## src/rtl/td4_pkg.sv

```systemverilog
// rtl/td4_pkg.sv - shared opcode, state, selector and load-strobe definitions for the TD4 sequencer
package td4_pkg;

    localparam logic [3:0] OP_ADD_A_IM = 4'b0000;
    localparam logic [3:0] OP_MOV_A_B  = 4'b0001;
    localparam logic [3:0] OP_IN_A     = 4'b0010;
    localparam logic [3:0] OP_MOV_A_IM = 4'b0011;
    localparam logic [3:0] OP_MOV_B_A  = 4'b0100;
    localparam logic [3:0] OP_ADD_B_IM = 4'b0101;
    localparam logic [3:0] OP_IN_B     = 4'b0110;
    localparam logic [3:0] OP_MOV_B_IM = 4'b0111;
    localparam logic [3:0] OP_OUT_B    = 4'b1001;
    localparam logic [3:0] OP_OUT_IM   = 4'b1011;
    localparam logic [3:0] OP_JNC      = 4'b1110;
    localparam logic [3:0] OP_JMP      = 4'b1111;

    localparam int LD_A   = 0;
    localparam int LD_B   = 1;
    localparam int LD_OUT = 2;
    localparam int LD_PC  = 3;

    typedef enum logic [1:0] {
        ST_IDLE   = 2'b00,
        ST_FETCH  = 2'b01,
        ST_DECODE = 2'b10,
        ST_EXEC   = 2'b11
    } state_t;

    typedef enum logic [1:0] {
        SEL_A    = 2'b00,
        SEL_B    = 2'b01,
        SEL_IN   = 2'b10,
        SEL_ZERO = 2'b11
    } sel_t;

    typedef enum logic [2:0] {
        TGT_A    = 3'd0,
        TGT_B    = 3'd1,
        TGT_OUT  = 3'd2,
        TGT_PC   = 3'd3,
        TGT_NONE = 3'd4
    } target_t;

    typedef struct packed {
        target_t target;
        sel_t    sel;
        logic    cond;
        logic    illegal;
    } ctl_t;

    // Active-low strobe vector with only the target's bit pulled low.
    function automatic logic [3:0] load_strobe(input target_t t);
        logic [3:0] v;
        v = 4'b1111;
        case (t)
            TGT_A:   v[LD_A]   = 1'b0;
            TGT_B:   v[LD_B]   = 1'b0;
            TGT_OUT: v[LD_OUT] = 1'b0;
            TGT_PC:  v[LD_PC]  = 1'b0;
            default: v = 4'b1111;
        endcase
        return v;
    endfunction

endpackage

```

## src/rtl/instr_sequencer_if.sv

```systemverilog
// rtl/instr_sequencer_if.sv - program ROM fetch handshake between sequencer and ROM
interface instr_sequencer_if;
    logic       ROM_REQ;
    logic [3:0] ROM_ADDR;
    logic       ROM_ACK;
    logic [7:0] ROM_DATA;

    modport master (
        output ROM_REQ,
        output ROM_ADDR,
        input  ROM_ACK,
        input  ROM_DATA
    );

    modport slave (
        input  ROM_REQ,
        input  ROM_ADDR,
        output ROM_ACK,
        output ROM_DATA
    );
endinterface

```

## src/rtl/instr_decode.sv

```systemverilog
// rtl/instr_decode.sv - combinational opcode to control mapping
module instr_decode
    import td4_pkg::*;
(
    input  logic [3:0] opcode,
    output ctl_t       ctl
);

    always_comb begin
        ctl.target  = TGT_NONE;
        ctl.sel     = SEL_ZERO;
        ctl.cond    = 1'b0;
        ctl.illegal = 1'b0;
        case (opcode)
            OP_ADD_A_IM: begin ctl.target = TGT_A;   ctl.sel = SEL_A;    end
            OP_ADD_B_IM: begin ctl.target = TGT_B;   ctl.sel = SEL_B;    end
            OP_MOV_A_IM: begin ctl.target = TGT_A;   ctl.sel = SEL_ZERO; end
            OP_MOV_B_IM: begin ctl.target = TGT_B;   ctl.sel = SEL_ZERO; end
            OP_MOV_A_B:  begin ctl.target = TGT_A;   ctl.sel = SEL_B;    end
            OP_MOV_B_A:  begin ctl.target = TGT_B;   ctl.sel = SEL_A;    end
            OP_IN_A:     begin ctl.target = TGT_A;   ctl.sel = SEL_IN;   end
            OP_IN_B:     begin ctl.target = TGT_B;   ctl.sel = SEL_IN;   end
            OP_OUT_B:    begin ctl.target = TGT_OUT; ctl.sel = SEL_B;    end
            OP_OUT_IM:   begin ctl.target = TGT_OUT; ctl.sel = SEL_ZERO; end
            OP_JMP:      begin ctl.target = TGT_PC;  ctl.sel = SEL_ZERO; end
            OP_JNC: begin
                ctl.target = TGT_PC;
                ctl.sel    = SEL_ZERO;
                ctl.cond   = 1'b1;
            end
            // Undefined opcodes run as a NOP that only flags itself.
            default: ctl.illegal = 1'b1;
        endcase
    end

endmodule

```

## src/rtl/instr_sequencer.sv

```systemverilog
// rtl/instr_sequencer.sv - TD4 fetch/decode/execute sequencer driving load strobes and selector
module instr_sequencer
    import td4_pkg::*;
(
    input  logic               CLK,
    input  logic               CLR,
    instr_sequencer_if.master  rom,
    input  logic [3:0]         PC_VAL,
    input  logic               CFLAG_n,
    output logic [3:0]         LOAD_n,
    output logic [1:0]         SEL,
    output logic [3:0]         IM,
    output logic               PC_EN,
    output logic               FLAG_EN,
    output logic               ILLEGAL
);

    state_t     state;
    state_t     state_nx;
    logic       first_q;
    logic [3:0] addr_q;
    logic [7:0] ir_q;
    ctl_t       ctl_q;
    ctl_t       dec_ctl;

    instr_decode u_decode (
        .opcode (ir_q[7:4]),
        .ctl    (dec_ctl)
    );

    always_ff @(posedge CLK or posedge CLR) begin
        if (CLR) begin
            state <= ST_IDLE;
        end else begin
            state <= state_nx;
        end
    end

    // first_q marks the first FETCH cycle, when PC_VAL is taken as the fetch address.
    always_ff @(posedge CLK or posedge CLR) begin
        if (CLR) begin
            first_q       <= 1'b0;
            addr_q        <= 4'b0000;
            ir_q          <= 8'h00;
            ctl_q.target  <= TGT_NONE;
            ctl_q.sel     <= SEL_ZERO;
            ctl_q.cond    <= 1'b0;
            ctl_q.illegal <= 1'b0;
        end else begin
            first_q <= (state_nx == ST_FETCH) && (state != ST_FETCH);
            if (state == ST_FETCH && first_q) begin
                addr_q <= PC_VAL;
            end
            if (state == ST_FETCH && rom.ROM_ACK) begin
                ir_q <= rom.ROM_DATA;
            end
            if (state == ST_DECODE) begin
                ctl_q <= dec_ctl;
            end
        end
    end

    assign rom.ROM_ADDR = (state == ST_FETCH && first_q) ? PC_VAL : addr_q;
    assign IM           = ir_q[3:0];

    always_comb begin
        state_nx    = state;
        rom.ROM_REQ = 1'b0;
        LOAD_n      = 4'b1111;
        SEL         = SEL_ZERO;
        PC_EN       = 1'b0;
        FLAG_EN     = 1'b0;
        ILLEGAL     = 1'b0;
        case (state)
            ST_IDLE: begin
                state_nx = ST_FETCH;
            end
            ST_FETCH: begin
                rom.ROM_REQ = 1'b1;
                if (rom.ROM_ACK) begin
                    state_nx = ST_DECODE;
                end
            end
            ST_DECODE: begin
                SEL      = dec_ctl.sel;
                state_nx = ST_EXEC;
            end
            ST_EXEC: begin
                SEL     = ctl_q.sel;
                FLAG_EN = 1'b1;
                ILLEGAL = ctl_q.illegal;
                // A JNC with carry set (CFLAG_n low) falls through to the next instruction.
                if (ctl_q.cond && !CFLAG_n) begin
                    PC_EN = 1'b1;
                end else begin
                    LOAD_n = load_strobe(ctl_q.target);
                    PC_EN  = (ctl_q.target != TGT_PC);
                end
                state_nx = ST_FETCH;
            end
            default: state_nx = ST_IDLE;
        endcase
    end

endmodule

```

## src/flat_wrapper.sv

```systemverilog
// flat-port wrapper written by rule: the top's interface ports become plain ports
module instr_sequencer_flat import td4_pkg::*;
  (CLK, CLR, PC_VAL, CFLAG_n, LOAD_n, SEL, IM, PC_EN, FLAG_EN, ILLEGAL, rom_ROM_REQ, rom_ROM_ADDR, rom_ROM_ACK, rom_ROM_DATA);
  instr_sequencer_if rom_i ();
  input  logic CLK;
  input  logic CLR;
  input  logic [3:0] PC_VAL;
  input  logic CFLAG_n;
  output logic [3:0] LOAD_n;
  output logic [1:0] SEL;
  output logic [3:0] IM;
  output logic PC_EN;
  output logic FLAG_EN;
  output logic ILLEGAL;
  output wire logic [$bits(rom_i.ROM_REQ)-1:0] rom_ROM_REQ;
  output wire logic [$bits(rom_i.ROM_ADDR)-1:0] rom_ROM_ADDR;
  input wire logic [$bits(rom_i.ROM_ACK)-1:0] rom_ROM_ACK;
  input wire logic [$bits(rom_i.ROM_DATA)-1:0] rom_ROM_DATA;
  assign rom_ROM_REQ = rom_i.ROM_REQ;
  assign rom_ROM_ADDR = rom_i.ROM_ADDR;
  assign rom_i.ROM_ACK = rom_ROM_ACK;
  assign rom_i.ROM_DATA = rom_ROM_DATA;
  instr_sequencer u_core (.CLK(CLK), .CLR(CLR), .rom(rom_i), .PC_VAL(PC_VAL), .CFLAG_n(CFLAG_n), .LOAD_n(LOAD_n), .SEL(SEL), .IM(IM), .PC_EN(PC_EN), .FLAG_EN(FLAG_EN), .ILLEGAL(ILLEGAL));
endmodule
```

## config.mk

```make
export PLATFORM = sky130hd
export DESIGN_NAME = instr_sequencer_flat
export DESIGN_NICKNAME = d
export VERILOG_FILES = /design/src/rtl/td4_pkg.sv /design/src/rtl/instr_sequencer_if.sv /design/src/rtl/instr_decode.sv /design/src/rtl/instr_sequencer.sv /design/src/flat_wrapper.sv
export SDC_FILE = /design/constraint.sdc
export NUM_CORES = 1
export LEC_CHECK = 0
export ABC_AREA = 1
export CAP_MARGIN = 20
export CORE_ASPECT_RATIO = 0.8
export CORE_UTILIZATION = 47
export CTS_BUF_LIST = sky130_fd_sc_hd__clkbuf_8
export DETAILED_ROUTE_END_ITERATION = 16
export PLACE_DENSITY = 0.86
export SKIP_CTS_REPAIR_TIMING = 1
export SYNTH_ARGS = -nofsm -noshare
export SYNTH_HDL_FRONTEND = slang
export SYNTH_SLANG_ARGS = --single-unit
export TNS_END_PERCENT = 5
```

## constraint.sdc

```tcl
create_clock -name CLK -period 1.5 [get_ports CLK]
set_input_delay 0.225 -clock CLK [delete_from_list [all_inputs] [get_ports CLK]]
set_output_delay 0.225 -clock CLK [all_outputs]
set_load 0.05 [all_outputs]
```

==> results.sh, run 1 <==
export IMPL_cp_slowest_cell="dfrtp_2"
export IMPL_netlist_area_sq_um=1050
export IMPL_min_period_over_period_pct=117
export IMPL_endpoint_kind="output pin"
export IMPL_cts_htree_levels=1
export IMPL_die_x_microns=55.0
export IMPL_multiInputGateArea_sq_um=509
export IMPL_tns_ns=-2.22
export IMPL_initial_core_util_pct=52.8
export IMPL_syn_inst=120
export IMPL_core_sq_um=2000
export IMPL_startpoint_type="register"
export IMPL_crit_type="register to output pin"
export IMPL_yosysUniqueCellTypes=16
export IMPL_power_leakage_nw=0.836
export IMPL_place_congestion=0.805
export IMPL_yosysWarnings=0
export IMPL_grt_max_degree=23
export IMPL_dpl_hpwl_mm=1.89
export IMPL_ff_latch_area_sq_um=557
export IMPL_rows=14
export IMPL_status="finished with violations"
export IMPL_violations="setup timing"
export IMPL_crit_chain="inv_2, ha_4, buf_4, nand2_1, nand3_2, buf_12"
export IMPL_maxCapViolations=0
export IMPL_nNetsFinal=187
export IMPL_die_y_microns=44.4
export IMPL_relSlewSlack_pct=80.0
export IMPL_postSynthRegisterBits=22
export IMPL_fillers=90
export IMPL_grt_pass1_vias=973
export IMPL_syn_to_final_growth_pct=67.5
export IMPL_synth_nets=140
export IMPL_worstPathArrival_ns=1.52
export IMPL_finalSetupViolCount=13
export IMPL_grt_util_all_layers_pct=26.5
export IMPL_max_freq_mhz=571
export IMPL_placed_area_sq_um=1570
export IMPL_num_antenna_cells=0
export IMPL_num_vias=1067
export IMPL_synth_main_ff_cell="dfrtp_1"
export IMPL_cp_max_fo=5
export IMPL_grt_overflow=0
export IMPL_vdd_drop_max_mv=2.57
export IMPL_total_power_mw=4.90
export IMPL_post_route_cell_area_sq_um=1770
export IMPL_maxSlewViolCount=0
export IMPL_port_buffers=33
export IMPL_viasPerCell=5.62
export IMPL_hp_class="input port to asynchronous set/reset pin"
export IMPL_wl_per_cell_microns=18.4
export IMPL_critPathMaxStageDelay_ns=0.46
export IMPL_clkSlewWorstSetupHoldPaths_ns=0.09
export IMPL_dr_pass1_iters=4
export IMPL_rsz0062_at_grt="true"
export IMPL_numCtsBuffers=3
export IMPL_required_ns=1.27
export IMPL_synth_edf_count=0
export IMPL_clkLatencyLatePin_ns=0.28
export IMPL_worst_slew_pin_slew_ns=0.297
export IMPL_period_needed_ns=1.75
export IMPL_die_area_sq_um=2440
export IMPL_async_reset_ff_share_pct=100
export IMPL_postSynthAreaPerCell_sq_um=8.79
export IMPL_drive_gt1_share_pct=44.6
export IMPL_root_buffer="clkbuf_8"
export IMPL_ys_seq_area_share_pct=52.6
export IMPL_drc=0
export IMPL_fin_worst_skew_ns=0.0111
export IMPL_setup_ws_ns=-0.250
export IMPL_grt_pass1_wl_mm=4.40
export IMPL_cts_tree="done"
export IMPL_routed_wl_mm=3.50
export IMPL_hold_viol_final=0
export IMPL_power_density_nw_per_um2=2770
export IMPL_clockBufferDepth=2
export IMPL_io_pins=34
export IMPL_drtIter0Drc=27
export IMPL_antenna_found_initial=0
export IMPL_ant_nets=0
export IMPL_cts_sinks=22
[critical path, delay by kind of cell (launching register included)]
kind / cells / cell delay [ns]
buffers and inverters: 3 / 0.38
DFF: 1 / 0.46
and+or+nand+nor: 2 / 0.23
adders and majority gates: 1 / 0.18
[cells by family (layout without fill, tap and decap cells)]
group	Yosys count	in the layout	share of synthesized area (%)
buffers and inverters	19	65	9.61
adders and majority gates	4	4	4.75
DFF	22	22	52.6
AOI/OAI and AO/OA	17	17	9.49
and+or+nand+nor	58	58	23.6
[where the power goes]
part / internal, mW / switching (mW) / total (mW)
logic: 1.38 / 1.85 / 3.23
registers: 0.906 / 0.310 / 1.22
clock network: 0.235 / 0.216 / 0.451
total: 2.52 / 2.38 / 4.90
[synthesized netlist by cell type, types with 3 or more instances]
cell type,number,area share (%)
nand2_1,33,12
dfrtp_1,19,45
nand3_1,16,7.6
inv_1,13,4.6
o21ai_0,9,4.3
a21oi_1,4,1.9
a21oi_2,4,3.3
buf_4,4,2.8
ha_1,4,4.7
nor2_1,4,1.4
dfstp_2,3,7.5
[cell usage in the layout, fill, tap and decap left out, types with 4 or more instances in the layout]
cell | netlist | final
inv_1 | 13 | 9
nand3_2 | 0 | 4
nand2_2 | 1 | 10
buf_4 | 4 | 19
nand3_1 | 16 | 12
clkdlybuf4s50_1 | 0 | 15
clkbuf_8 | 0 | 4
dfrtp_1 | 19 | 17
o21ai_0 | 9 | 9
a21oi_2 | 4 | 7
buf_12 | 0 | 13
nand2_1 | 33 | 24
[sequential cells by signal, indices dropped and copies added, names as in the netlist]
signal	cells
u_core.ir_q	8
u_core.ctl_q	7
u_core.addr_q	4
u_core.state	2
u_core.first_q	1
[final timing paths]
| path | cells past startpoint | to | slack, ns | start |
|---|---|---|---|---|
| setup / recovery | 6 | SEL[1] | -0.25 | u_core.state[0] |
| hold / removal | 3 | u_core.addr_q[3] | 0.34 | CLR |
| setup reg to reg | 6 | u_core.ctl_q[1] | 0.06 | u_core.state[0] |
| hold reg to reg | 2 | u_core.ir_q[1] | 0.50 | u_core.ir_q[1] |
| max in group asynchronous | 3 | u_core.ctl_q[3] | 0.89 | CLR |
| min in group CLK | 2 | u_core.ir_q[1] | 0.50 | u_core.ir_q[1] |
[cell type report]
cell class / instances / share of cell area [%]
clock buffers: 4 / 3.12
multi-input cells: 79 / 28.8
flip-flops and latches: 22 / 31.5
repair buffers: 48 / 31.9
well taps: 24 / 1.70
inverters: 13 / 2.90
[routing by layer]
metal / vias to the layer above / global-route usage [%] / routed length [microns]
met4: 0 / 10.0 / 139
met1: 511 / 31.3 / 1340
met2: 66 / 43.9 / 1770
li1: 475 / - / -
met5: - / 0 / 0
met3: 15 / 9.28 / 244
[stage by stage]
stage	cells	util (%)	hold slack, ns	setup WS (ns)
global route	190	88.5	0.374	-0.296
CTS	181	81.3	0.279	-0.376
detailed placement	177	78.6	0.467	-0.0774
global placement	177	78.6	0.457	0.0277
floorplan	120	-	0.212	-0.0850
finish	190	88.5	0.336	-0.250
(Power assumes the default switching activity.)
==> run 2, diff against run 1 <==
Settings changed: CORE_UTILIZATION 47 to 50, PLACE_DENSITY 0.86 to 0.91.
Clock period 1.5 ns to 2.04 ns, I/O delays scaled along.
==> run 2 against run 1 <==
Effect of this change:
- the flow now finishes without violations
- non-clock buffer count shrank 13
- sequential share of layout area up 4.6 points
- die area decreased by 5.8%
- largest power group unchanged
- sequential power decreased by 33%
- clock-buffer cell count decreased by 1
- final area down 13%
- sequential cell count is the same
==> results.sh, run 2 (synthesis gave the netlist of run 1 again) <==
export IMPL_endpoint_kind="output pin"
export IMPL_io_pins=34
export IMPL_maxCapViolations=0
export IMPL_num_vias=916
export IMPL_critPathBufInv=2
export IMPL_critPathMaxStageDelay_ns=0.42
export IMPL_wl_per_cell_microns=13.1
export IMPL_placed_area_sq_um=1460
export IMPL_core_sq_um=1930
export IMPL_nNetsFinal=174
export IMPL_drtIter0Drc=18
export IMPL_dpl_hpwl_mm=1.66
export IMPL_antenna_found_initial=0
export IMPL_maxSlewViolCount=0
export IMPL_crit_chain="ha_2, inv_1, nor3_1, nand3_1, buf_4"
export IMPL_rsz0062_at_grt="false"
export IMPL_grt_pass1_vias=901
export IMPL_grt_overflow=0
export IMPL_die_x_microns=53.4
export IMPL_clkLatencyLatePin_ns=0.26
export IMPL_worstPathArrival_ns=1.62
export IMPL_initial_core_util_pct=54.7
export IMPL_place_congestion=0.834
export IMPL_worst_slew_pin_slew_ns=0.494
export IMPL_timing_hold_ws_ns=0.376
export IMPL_die_y_microns=43.1
export IMPL_die_area_sq_um=2300
export IMPL_numCtsBuffers=3
export IMPL_final_common_cell="nand2_1"
export IMPL_grt_pass1_wl_mm=3.87
export IMPL_num_antenna_cells=0
export IMPL_hp_class="input port to asynchronous set/reset pin"
export IMPL_fillers=122
export IMPL_largest_reg_flops=8
export IMPL_cp_slowest_cell="dfrtp_1"
export IMPL_most_common_layout_cells="nand2_1, clkdlybuf4s50_1, dfrtp_1"
export IMPL_syn_to_final_growth_pct=45.6
export IMPL_grt_util_all_layers_pct=23.8
export IMPL_routed_wl_mm=2.33
export IMPL_startpoint_type="register"
export IMPL_dr_pass1_iters=4
export IMPL_power_density_nw_per_um2=2060
export IMPL_fin_worst_skew_ns=0.00166
export IMPL_clockBufferDepth=2
export IMPL_ant_nets=0
export IMPL_rr_worst_depth=6
export IMPL_cts_sinks=22
export IMPL_worst_path_stages=5
export IMPL_drc=0
export IMPL_cp_max_fo=7
export IMPL_total_power_mw=3.15
export IMPL_tns_ns=0
export IMPL_reg_top3="u_core.ir_q x8, u_core.ctl_q x7, u_core.addr_q x4"
export IMPL_finalSetupViolCount=0
export IMPL_cts_htree_levels=1
export IMPL_rows=14
export IMPL_post_route_cell_area_sq_um=1540
export IMPL_crit_family="flip-flops"
export IMPL_regMostFlops="u_core.ir_q"
export IMPL_cts_tree="done"
export IMPL_power_leakage_nw=0.746
export IMPL_drive_gt1_share_pct=21.6
export IMPL_status="finished, final reports clean"
export IMPL_clkSlewWorstSetupHoldPaths_ns=0.08
export IMPL_hold_viol_final=0
export IMPL_required_ns=1.73
export IMPL_max_freq_mhz=519
export IMPL_port_buffers=33
export IMPL_grt_max_degree=23
export IMPL_viasPerCell=5.18
export IMPL_period_needed_ns=1.93
export IMPL_crit_type="register to output pin"
export IMPL_min_period_over_period_pct=94.5
export IMPL_root_buffer="clkbuf_8"
export IMPL_relSlewSlack_pct=67.0
export IMPL_vdd_drop_max_mv=1.75
-- run 2: changes by cell type in the layout (fill, tap and decap cells not counted), moves of 3 or more --
cell / before / now
nand3_2: 4 / 0
ha_4: 3 / 0
nand2_1: 24 / 33
inv_1: 9 / 13
nand3_1: 12 / 16
inv_2: 3 / 0
clkdlybuf4s50_1: 15 / 19
buf_12: 13 / 9
nand2_2: 10 / 1
buf_4: 19 / 7
-- run 2: layer usage --
metal | track usage [%] | up-vias | routed length [microns]
met5 | 0 | - | 0
met3 | 9.32 | 6 | 112
li1 | - | 446 | -
met4 | 6.84 | 0 | 28
met2 | 36.8 | 29 | 1170
met1 | 30.8 | 435 | 1020
-- run 2: worst paths after layout --
check	startpoint	to	slack, ns
setup reg to reg	u_core.state[1]	u_core.ir_q[6]	0.53
max in group asynchronous	CLR	u_core.ctl_q[3]	1.39
hold reg to reg	u_core.ir_q[1]	u_core.ir_q[1]	0.47
hold / removal	CLR	u_core.ir_q[1]	0.38
setup / recovery	u_core.state[0]	LOAD_n[1]	0.11
min in group CLK	u_core.ir_q[1]	u_core.ir_q[1]	0.47
-- run 2: stage by stage --
stage                     worst slack, ns  instances  utilization [%]
final                               0.112        177             79.7
after global placement              0.449        173             75.7
after floorplan                    0.0104        120                -
after detailed placement            0.371        173             75.7
after global routing               0.0352        177             79.7
after CTS                          0.0668        177             79.4
-- run 2: report_power, final --
| group | internal, mW | switching (mW) | leakage (nW) |
|---|---|---|---|
| Sequential | 0.661 | 0.160 | 0.261 |
| Combinational | 0.755 | 1.18 | 0.450 |
| Clock | 0.262 | 0.140 | 0.0357 |
| Total | 1.68 | 1.48 | 0.746 |
-- run 2: layout make-up --
type,count,area [sq um],share of cell area [%]
sequential,22,554,36.1
timing repair buffer,35,423,27.5
clock buffer,3,41.3,2.69
inverter,13,48.8,3.18
multi-input combinational,79,408,26.6
tap,24,30.0,1.96
clock inverter,1,30.0,1.96
-- run 2: worst register-to-register path: stages, from the launching register on --
cell     delay (ns)
dfrtp_1        0.42
inv_1          0.10
ha_1           0.28
buf_4          0.20
nand2_2        0.18
nor2_1         0.18
a21oi_2        0.04
==> run 3, diff against run 2 <==
Settings changed: CORE_MARGIN set to 5.
==> run 3 against run 2 <==
Effect of this change:
- clock-buffer cell count is 1 higher
- core utilization is 1.4 points lower
- sequential cell count stayed put
- first-iteration DRC count is 110% higher
- non-clock buffer count stayed put
- via count is 2.9% lower
- die area is 36% higher
- clock power is 23% lower
- sequential power hardly changed
- hold slack better by 0.0092 ns
- largest cell class unchanged
==> results.sh, run 3 (synthesis gave the netlist of run 1 again) <==
export IMPL_status="finished, final reports clean"
export IMPL_cts_htree_levels=1
export IMPL_dpl_hpwl_mm=1.88
export IMPL_max_freq_mhz=527
export IMPL_p_clk_share_pct=10.2
export IMPL_cp_startpoint="u_core.state[0]"
export IMPL_grt_max_degree=23
export IMPL_hp_class="input port to asynchronous set/reset pin"
export IMPL_rr_worst_depth=6
export IMPL_p_int_mw=1.59
export IMPL_finalSetupViolCount=0
export IMPL_hold_viol_final=0
export IMPL_die_x_microns=61.4
export IMPL_grt_overflow=0
export IMPL_power_density_nw_per_um2=2000
export IMPL_regToRegEndpoint="u_core.ir_q[6]"
export IMPL_setup_ws_ns=0.143
export IMPL_place_congestion=0.837
export IMPL_rsz0062_at_grt="false"
export IMPL_num_antenna_cells=0
export IMPL_power_leakage_nw=0.744
export IMPL_cp_endpoint="SEL[1]"
export IMPL_worst_slew_pin_slew_ns=0.503
export IMPL_crit_family="flip-flops"
export IMPL_maxSlewViolCount=0
export IMPL_critPathMaxStageDelay_ns=0.43
export IMPL_place_ws_ns=0.365
export IMPL_min_period_over_period_pct=93.0
export IMPL_required_ns=1.73
export IMPL_maxCapViolations=0
export IMPL_num_vias=889
export IMPL_drive_gt1_share_pct=21.6
export IMPL_cts_tree="done"
export IMPL_cp_max_fo=7
export IMPL_endpoint_kind="output pin"
export IMPL_routed_wl_mm=2.31
export IMPL_sw_frac_of_total_pct=47.8
export IMPL_grt_util_all_layers_pct=16.8
export IMPL_dr_pass1_iters=4
export IMPL_p_comb_share_pct=63.0
export IMPL_regMostFlops="u_core.ir_q"
export IMPL_tns_ns=0
export IMPL_worstPathArrival_ns=1.59
export IMPL_worst_path_stages=6
export IMPL_rows=14
export IMPL_cts_sinks=22
export IMPL_grt_pass1_wl_mm=3.95
export IMPL_largest_reg_flops=8
export IMPL_period_needed_ns=1.90
export IMPL_nNetsFinal=174
export IMPL_crit_chain="inv_1, ha_1, nor2_1, a21oi_1, nand3_1, buf_12"
export IMPL_initial_core_util_pct=54.2
export IMPL_antenna_found_initial=0
export IMPL_rr_startpoint="u_core.state[1]"
export IMPL_startpoint_type="register"
export IMPL_port_buffers=33
export IMPL_cp_slowest_cell="dfrtp_1"
export IMPL_die_y_microns=51.1
export IMPL_core_sq_um=1940
export IMPL_drtIter0Drc=37
export IMPL_grt_pass1_vias=896
export IMPL_clkLatencyLatePin_ns=0.26
export IMPL_root_buffer="clkbuf_8"
export IMPL_reg_top3="u_core.ir_q x8, u_core.ctl_q x7, u_core.addr_q x4"
export IMPL_r2r_slack_ns=0.53
export IMPL_io_pins=34
export IMPL_syn_to_final_growth_pct=44.2
export IMPL_die_area_sq_um=3130
export IMPL_ant_nets=0
export IMPL_highest_layer="met4"
export IMPL_numCtsBuffers=3
export IMPL_clkSlewWorstSetupHoldPaths_ns=0.08
export IMPL_vdd_drop_max_mv=1.85
export IMPL_clockBufferDepth=2
export IMPL_post_route_cell_area_sq_um=1520
export IMPL_p_sw_mw=1.46
export IMPL_crit_type="register to output pin"
export IMPL_fin_worst_skew_ns=0.00417
export IMPL_placed_area_sq_um=1460
export IMPL_wl_met2_mm=1.13
export IMPL_viasPerCell=5.02
export IMPL_drc=0
export IMPL_final_common_cell="nand2_1"
export IMPL_wl_per_cell_microns=13.1
export IMPL_most_common_layout_cells="nand2_1, clkdlybuf4s50_1, dfrtp_1"
export IMPL_relSlewSlack_pct=66.4
export IMPL_p_seq_share_pct=26.9
export IMPL_wirelength_met1_mm=1.02
export IMPL_critPathBufInv=2
export IMPL_timing_hold_ws_ns=0.385
export IMPL_wl_met3_microns=153
## run 3: changes by cell type in the layout (fill, tap and decap cells not counted), sizes merged
cell / before / now
bufinv: 1 / 0
clkbuf: 3 / 4
## run 3: through the flow
stage / power, mW / util, % / cells
2_1_floorplan: 2.00 / - / 120
3_3_place_gp: 2.67 / 75.0 / 173
3_5_place_dp: 2.74 / 75.0 / 173
4_1_cts: 3.05 / 77.9 / 177
5_1_grt: 3.23 / 78.2 / 177
6_report: 3.05 / 78.2 / 177
## run 3: power by group through the flow
stage	Clock [mW]	Combinational (mW)	Sequential [mW]
after floorplan	0	1.22	0.777
after global placement	0	1.87	0.802
after detailed placement	0	1.92	0.818
after CTS	0.317	1.92	0.813
after global routing	0.337	2.05	0.846
final	0.309	1.92	0.819
## run 3: routing by layer
layer	up-vias	global-route usage, %
met5	-	0
met2	23	28.3
met3	2	5.29
met1	418	21.4
met4	0	3.18
li1	446	-
## run 3: cell type report
class | instances | area (sq um)
Timing Repair Buffer | 35 | 423
Fill cell | 137 | 423
Clock buffer | 4 | 55.1
Tap cell | 24 | 30.0
Multi-Input combinational cell | 79 | 410
Sequential cell | 22 | 554
Inverter | 13 | 48.8
## run 3: worst min path at each step
stage                         start          endpoint  slack, ns  cells after the start
CTS                             CLR    u_core.ir_q[2]       0.40                      3
floorplan                       CLR  u_core.addr_q[0]       0.29                      1
global placement    u_core.ctl_q[2]   u_core.ctl_q[2]       0.46                      2
global route                    CLR    u_core.ir_q[2]       0.42                      3
detailed placement  u_core.ctl_q[2]   u_core.ctl_q[2]       0.46                      2
finish                          CLR  u_core.addr_q[3]       0.39                      3
## run 3: worst register-to-register path, stage by stage, from the launching register on
cell     delay [ns]
dfrtp_1        0.42
inv_1          0.10
ha_1           0.28
buf_4          0.20
nand2_2        0.18
nor2_1         0.18
a21oi_2        0.04
